$ cat src/rtl/writeback_arbiter.sv
// Register-file write port arbiter: pipeline writeback has priority,
// long-latency results wait in a small FIFO and drain on idle cycles.
//
// Ports:
//   clock, reset                  rising-edge clock, async active-high reset
//   pipeWriteEnable/Address/Data  pipeline writeback request
//   unitValid/Address/Data        long-latency result offer
//   unitReady                     FIFO can accept this cycle
//   destinationEnable             register-file write strobe
//   writeAddress/writeData        register-file write address/data
//   pendingMask                   registers targeted by live FIFO entries
//   stallRequest                  ask pipeline for a writeback bubble
//   occupancy                     FIFO entry count, live and killed
module writeback_arbiter #(
  parameter int FIFO_DEPTH   = 2,
  parameter int STARVE_LIMIT = 4,
  localparam int PW = $clog2(FIFO_DEPTH),
  localparam int CW = PW + 1
) (
  input  logic          clock,
  input  logic          reset,
  input  logic          pipeWriteEnable,
  input  logic [4:0]    pipeWriteAddress,
  input  logic [31:0]   pipeWriteData,
  input  logic          unitValid,
  output logic          unitReady,
  input  logic [4:0]    unitAddress,
  input  logic [31:0]   unitData,
  output logic          destinationEnable,
  output logic [4:0]    writeAddress,
  output logic [31:0]   writeData,
  output logic [31:0]   pendingMask,
  output logic          stallRequest,
  output logic [CW-1:0] occupancy
);

  logic [FIFO_DEPTH-1:0] live_q, live_d;
  logic [4:0]            addr_q [FIFO_DEPTH];
  logic [31:0]           data_q [FIFO_DEPTH];
  logic [PW-1:0]         head_q, head_d;
  logic [PW-1:0]         tail_q, tail_d;
  logic [CW-1:0]         count_q, count_d;
  logic [3:0]            starve_q, starve_d;
  logic                  stall_q, stall_d;

  logic empty, headLive, pipeWins;
  logic enq, pop, blocked;

  assign empty     = (count_q == '0);
  assign headLive  = !empty && live_q[head_q];
  assign pipeWins  = pipeWriteEnable &&
                     (pipeWriteAddress != 5'd0);
  assign unitReady = (count_q != CW'(FIFO_DEPTH));
  // x0 results finish the handshake but never occupy a slot
  assign enq       = unitValid && unitReady &&
                     (unitAddress != 5'd0);
  // a killed head leaves even when the pipeline owns the port
  assign pop       = !empty && !(headLive && pipeWins);
  assign blocked   = headLive && pipeWins;

  assign occupancy    = count_q;
  assign stallRequest = stall_q;

  always_comb begin
    destinationEnable = 1'b0;
    writeAddress      = 5'd0;
    writeData         = 32'd0;
    if (pipeWins) begin
      destinationEnable = 1'b1;
      writeAddress      = pipeWriteAddress;
      writeData         = pipeWriteData;
    end else if (headLive) begin
      destinationEnable = 1'b1;
      writeAddress      = addr_q[head_q];
      writeData         = data_q[head_q];
    end
  end

  always_comb begin
    pendingMask = 32'd0;
    for (int i = 0; i < FIFO_DEPTH; i++) begin
      if (live_q[i]) pendingMask[addr_q[i]] = 1'b1;
    end
  end

  always_comb begin
    live_d = live_q;
    // the younger pipeline value supersedes queued ones
    if (pipeWins) begin
      for (int i = 0; i < FIFO_DEPTH; i++) begin
        if (addr_q[i] == pipeWriteAddress) live_d[i] = 1'b0;
      end
    end
    if (pop) live_d[head_q] = 1'b0;
    // applied last so a same-cycle enqueue survives the kill
    if (enq) live_d[tail_q] = 1'b1;

    head_d = pop ? head_q + PW'(1) : head_q;
    tail_d = enq ? tail_q + PW'(1) : tail_q;

    count_d = count_q;
    if (enq && !pop) count_d = count_q + CW'(1);
    if (!enq && pop) count_d = count_q - CW'(1);

    starve_d = starve_q;
    if (empty || pop) begin
      starve_d = 4'd0;
    end else if (blocked &&
                 starve_q != 4'(STARVE_LIMIT)) begin
      starve_d = starve_q + 4'd1;
    end
    stall_d = (starve_d == 4'(STARVE_LIMIT));
  end

  always_ff @(posedge clock or posedge reset) begin
    if (reset) begin
      live_q   <= '0;
      head_q   <= '0;
      tail_q   <= '0;
      count_q  <= '0;
      starve_q <= 4'd0;
      stall_q  <= 1'b0;
    end else begin
      live_q   <= live_d;
      head_q   <= head_d;
      tail_q   <= tail_d;
      count_q  <= count_d;
      starve_q <= starve_d;
      stall_q  <= stall_d;
    end
  end

  // payload needs no reset: live bits gate every use
  always_ff @(posedge clock) begin
    if (enq) begin
      addr_q[tail_q] <= unitAddress;
      data_q[tail_q] <= unitData;
    end
  end

endmodule

$ cat config.mk
export PLATFORM = sky130hd
export DESIGN_NAME = writeback_arbiter
export DESIGN_NICKNAME = d
export VERILOG_FILES = /design/src/rtl/writeback_arbiter.sv
export SDC_FILE = /design/constraint.sdc
export NUM_CORES = 1
export LEC_CHECK = 0
export CAP_MARGIN = 20
export CORE_MARGIN = 2
export CORE_UTILIZATION = 45
export DETAILED_ROUTE_END_ITERATION = 6
export GPL_TIMING_DRIVEN = 0
export PLACE_DENSITY = 0.77
export SLEW_MARGIN = 20
export SYNTH_ARGS = -nofsm -noshare
export SYNTH_HDL_FRONTEND = slang
export SYNTH_SLANG_ARGS = --single-unit
$ cat constraint.sdc
create_clock -name clock -period 3.89 [get_ports clock]
set_input_delay 0.5835 -clock clock [delete_from_list [all_inputs] [get_ports clock]]
set_output_delay 0.5835 -clock clock [all_outputs]
set_load 0.03 [all_outputs]
-- Word-level counts from Yosys, hierarchy flattened
Memories as Yosys holds them, arrays and structs flattened.
Cells that the tools add are included.
- register bits after elaboration: 11
- RAM bits: 74
- bits of input ports: 78
- output and inout port bits: 74
- logic and storage cells: 81
- memories: 2
- $add $sub $neg: 5
- order comparisons: 8
- equality and inequality tests: 5
- mux-type cells: 29
- bitwise logic cells: 4
- reductions and logical operators: 22
- memory list (memory ; depth ; bits a word ; read ports ; clocked after memory_dff ; write ports ; RTL line ; source):
    data_q ; 2 ; 32 ; 1 ; 0 ; 1 ; 39 ; logic [31:0] data_q [FIFO_DEPTH];
    addr_q ; 2 ; 5 ; 3 ; 0 ; 1 ; 38 ; logic [4:0] addr_q [FIFO_DEPTH];
- operators by type and width (operator ; number):
    $mux 32 ; 4
    $or 32x32->32 ; 1
    $logic_and 1x1->1 ; 13
    $lt 5x6->1 const B ; 2
    $mux 1 ; 12
    $demux 1 s5 ; 2
    $eq 5x5->1 ; 2
    $ge 5x1->1 const B ; 2
    $mux 2 ; 5
    $mux 5 ; 2
    $reduce_bool 5->1 ; 2
    $mux 4 ; 2
    $add 4x1->4 const B ; 1
    $eq 4x3->1 const B ; 1
    $logic_not 1->1 ; 4
    $lt 1x2->1 const B ; 2
    $ne 4x3->1 const B ; 1
    $add 1x1->1 const B ; 2
    $add 2x1->2 const B ; 1
    $and 2x2->2 ; 1
    $demux 1 s1 ; 2
    $ge 1x1->1 const B ; 2
    $logic_not 2->1 ; 1
    $ne 2x2->1 const B ; 1
    other kinds (5) ; 5

-- Logic depth before layout (Yosys ltp)
- word-level depth: 10
- depth in mapped cells: 9
- depth with buffers taken out: 7

-- Worst setup path before layout
Ideal clock, no wire load.
- path type: register to register
- start point: register count_q[0] (netlist: occupancy[0])
- end point: memory addr_q[1][0], enable pin
- library setup time: 433 ps
- arrival: 2810 ps
- required time: 3457 ps
- setup slack: 647 ps
- cell stages (with the launch flop): 4
- path buffers: 0
- clock period less this slack: 3243 ps
- cell sequence: dfrtp_1 > nand2b_1 > o211ai_1 > nor2_1
- word-level cells in the longest chain between the ends: 5
- ends and longest elaborated chain (what ; RTL line ; source):
    start: declaration ; 42 ; logic [CW-1:0] count_q, count_d;
    start signal: assignment ; 127 ; count_q <= count_d;
    $ne 2x2->1 ; 53 ; assign unitReady = (count_q != CW'(FIFO_DEPTH));
    named net unitReady ; 26 ; output logic unitReady,
    $logic_and 1x1->1 (2 in a row) ; 55 ; assign enq = unitValid && unitReady &&
    $mux 1 ; 135 ; if (enq) begin
    $mux 1 (implied by the code) ; 136 ; addr_q[tail_q] <= unitAddress;
    end: declaration ; 38 ;
The timed path passes the listed nets, and every way through them passes these cells.

-- Final worst setup path
- start point: input port pipeWriteAddress[1]
- end point: output port writeData[24]
- word-level cells in the longest chain between the ends: 3
- ends and longest elaborated chain (what ; RTL line ; source):
    start: declaration ; 23 ; input logic [4:0] pipeWriteAddress,
    $reduce_bool 5->1 ; 52 ; (pipeWriteAddress != 5'd0);
    $logic_and 1x1->1 ; 51 ; assign pipeWins = pipeWriteEnable &&
    $mux 32 ; 68 ; if (pipeWins) begin
    end: declaration ; 31 ; output logic [31:0] writeData,
Every way passes these cells.

==> run summary <==
Routed length per placed instance - 17.3 microns
Drt pass-1 iters - 5
Detail Placement HPWL - 8.21 mm
Static leakage - 2.28 nW
Worst IR Drop VDD - 0.345 mV
Power Density - 622 mW/mm^2
Number of buffers on the longest clock path - 2
Endpoints failing setup - 0
Core Region - 0.00920 sq mm
Sequence of cells on the critical path - clkdlybuf4s50_1, or4_1, o21a_1, buf_6, buf_6, o31ai_1, clkdlybuf4s50_1
Site Rows - 35
Cell with the largest stage delay on the worst path - sky130_fd_sc_hd__clkdlybuf4s50_1
Nets in the synthesized netlist - 431
Worst path buffer plus inverter count - 4
Clock insertion delay at the later pin of the skew report - 0.35 ns
Leading cell types by total area after synthesis - sky130_fd_sc_hd__edfxtp_1 (52%), sky130_fd_sc_hd__mux2i_1 (8.9%), sky130_fd_sc_hd__o31ai_1 (6.5%), sky130_fd_sc_hd__dfrtp_1 (6.5%), sky130_fd_sc_hd__o22ai_1 (4.7%)
Sum of overflow across all layers after global routing - 0
Crit-path max FO - 10
Peak per-stage delay on the critical path - 0.74 ns
Buffer cell driving the clock tree root - sky130_fd_sc_hd__clkbuf_8
Commonest non-fill, non-tap cells in the layout - sky130_fd_sc_hd__clkdlybuf4s50_1 (144), sky130_fd_sc_hd__edfxtp_1 (74), sky130_fd_sc_hd__nand2_1 (42)
Most frequent standard cell in the layout excluding fill and tap cells - sky130_fd_sc_hd__clkdlybuf4s50_1
Cell taking the most area after synthesis - sky130_fd_sc_hd__edfxtp_1
Data required time of the worst path - 3.31 ns
Transition time at the pin with the least slew margin - 0.708 ns
Number of global-route vias before repair - 3480
Total wire length after detailed routing - 10.9 mm
Total vias in the final route - 3524
Die area - 0.0103 sq mm
Delay-heaviest family, CP - buffers and inverters
Unique masters post-synth - 36
Via density per instance - 5.59
Count of unresolved DRC violations after routing - 0
Layout overhead on the synthesized area - 46.0%
Final setup skew - 0.0163 ns
Achievable clock frequency - 0.263 GHz
Number of antenna violations at the first check in global routing - 0
Cell count of the worst reg-to-reg path - 4
H-Tree Level Count - 3
Max cap viols - 0
Most frequently used flop master after synthesis - sky130_fd_sc_hd__edfxtp_1
CTS buffer count - 9
Mean Syn Cell Area - 12.2 sq um
Top Ports - 152
Status - finished, final reports clean
Net count of the finished layout - 595
Clock sinks - 85
Tmin final - 3.80 ns
Die span in y - 101 microns
Number of enable flip-flop cells after synthesis - 74
Worst min path class - input port to asynchronous set/reset pin
Slew HR - 52.6%
Fin cells - 630
Final Wtd Congestion - 0.915
Number of hold violations in the final report - 0
Placed instance area - 0.00597 sq mm
#FFs+latches synth - 85
Die Wd - 101 microns
Crit. End Element - output port
All-layer global routing usage - 20.7%
Final core occ - 67.6%
Fraction of layout cells with a size suffix above 1 - 7.13%
Number of buffers inserted to repair setup after CTS - 0
Pin count of the biggest net entering global routing - 25
Max-slew violations - 0
Total instance count after detailed placement - 614
Worst slack at placement - 0.0553 ns
Clock-pin slew of the registers on the worst-case setup and hold paths - 0.09 ns
Post-Syn Instances - 350
# port buffers - 151
Starting DRC count in detailed routing - 165
Total standard cell area after synthesis - 0.00426 sq mm
Signal arrival time at the worst endpoint - 3.22 ns
Worst reg2reg startpoint - occupancy[0]
Post-route antenna net violation count - 0
Synthesis warning total - 0
Total inserted antenna cells - 0
Post-Layout Inst Area - 0.00622 sq mm
TritonCTS clock tree - yes
Ratio of final minimum period to clock period - 97.8%
First-pass GRT wire length - 16.5 mm
Share of Yosys cell area claimed by the top area cell type - 52.1%
Crit path launch type - input port
Register-to-register path setup slack - 1.74 ns
Worst Setup Slack, final - 0.0874 ns
Fraction of registers with async set/reset - 12.9%
Worst Setup Path Type - input port to output port
R2R Path End - data_q[1][19]
Sequential area share after synthesis - 58.6%
Initial Utilization - 46.3%
report_power, final:
group,total [W],internal (W),switching [W]
Combinational,0.00184,0.000736,0.00110
Clock,0.000703,0.000371,0.000333
Sequential,0.00133,0.00124,0.0000910
Total,0.00387,0.00234,0.00153
layer usage:
metal | GRT usage, % | vias to the layer above | wire length (microns)
li1 | - | 1680 | -
met1 | 24.4 | 1657 | 4450
met2 | 37.6 | 176 | 5510
met3 | 5.38 | 11 | 854
met4 | 5.30 | 0 | 100
met5 | 0 | - | 0
sequential cells by signal, indices dropped and copies added, names as in the netlist:
| signal | cells |
|---|---|
| addr_q | 10 |
| data_q | 64 |
| head_q | 1 |
| live_q | 2 |
| occupancy | 2 |
| stallRequest | 1 |
| starve_q | 4 |
| tail_q | 1 |
final cells by class:
| cell class | count | area (sq um) |
|---|---|---|
| Clock inverter | 7 | 105 |
| Sequential cell | 85 | 2500 |
| Timing Repair Buffer | 153 | 1580 |
| Tap cell | 111 | 139 |
| Buffer | 28 | 141 |
| Inverter | 4 | 15.0 |
| Fill cell | 689 | 2980 |
| Clock buffer | 9 | 124 |
| Multi-Input combinational cell | 233 | 1620 |
kinds of logic after synthesis:
kind of cell | share of synthesized area, %
xor+xnor | 3.29
fa+ha+maj | 0.881
compound gates | 13.3
mux | 9.19
buf+inv | 3.67
flops | 58.6
simple gates | 11.0
worst max path at each step:
| stage | startpoint | end | cells past startpoint |
|---|---|---|---|
| 2_1_floorplan | occupancy[0] | addr_q[1][0] | 3 |
| 3_3_place_gp | unitAddress[0] | data_q[1][20] | 4 |
| 3_5_place_dp | pipeWriteAddress[1] | writeData[25] | 6 |
| 4_1_cts | pipeWriteAddress[1] | writeData[25] | 6 |
| 5_1_grt | pipeWriteAddress[1] | writeAddress[3] | 7 |
| 6_report | pipeWriteAddress[1] | writeData[24] | 7 |
cell usage after synthesis (all sizes together), types with 4 or more instances:
master,count
a21oi,4
buf,8
clkbuf,20
dfrtp,11
edfxtp,74
inv,4
mux2i,38
nand2,42
nand3,6
nand3b,12
nor2,10
o21ai,4
o22ai,32
o31ai,37
or3b,6
xnor2,9
xor2,7
stage by stage:
step	hold slack [ns]	setup TNS, ns	total power [W]
final	0.542	0	0.00387
after global placement	0.483	-41.26	0.00312
after floorplan	0.436	0	0.00249
after detailed placement	0.550	0	0.00319
after global routing	0.565	-0.0316	0.00407
after CTS	0.541	0	0.00389
what timing repair did:
item                                    4_1_cts  5_1_grt
resized for setup                             0        7
endpoints found under the setup margin        0        7
hold buffers                                  0        0
No activity file was read; power rests on OpenSTA's default activity.
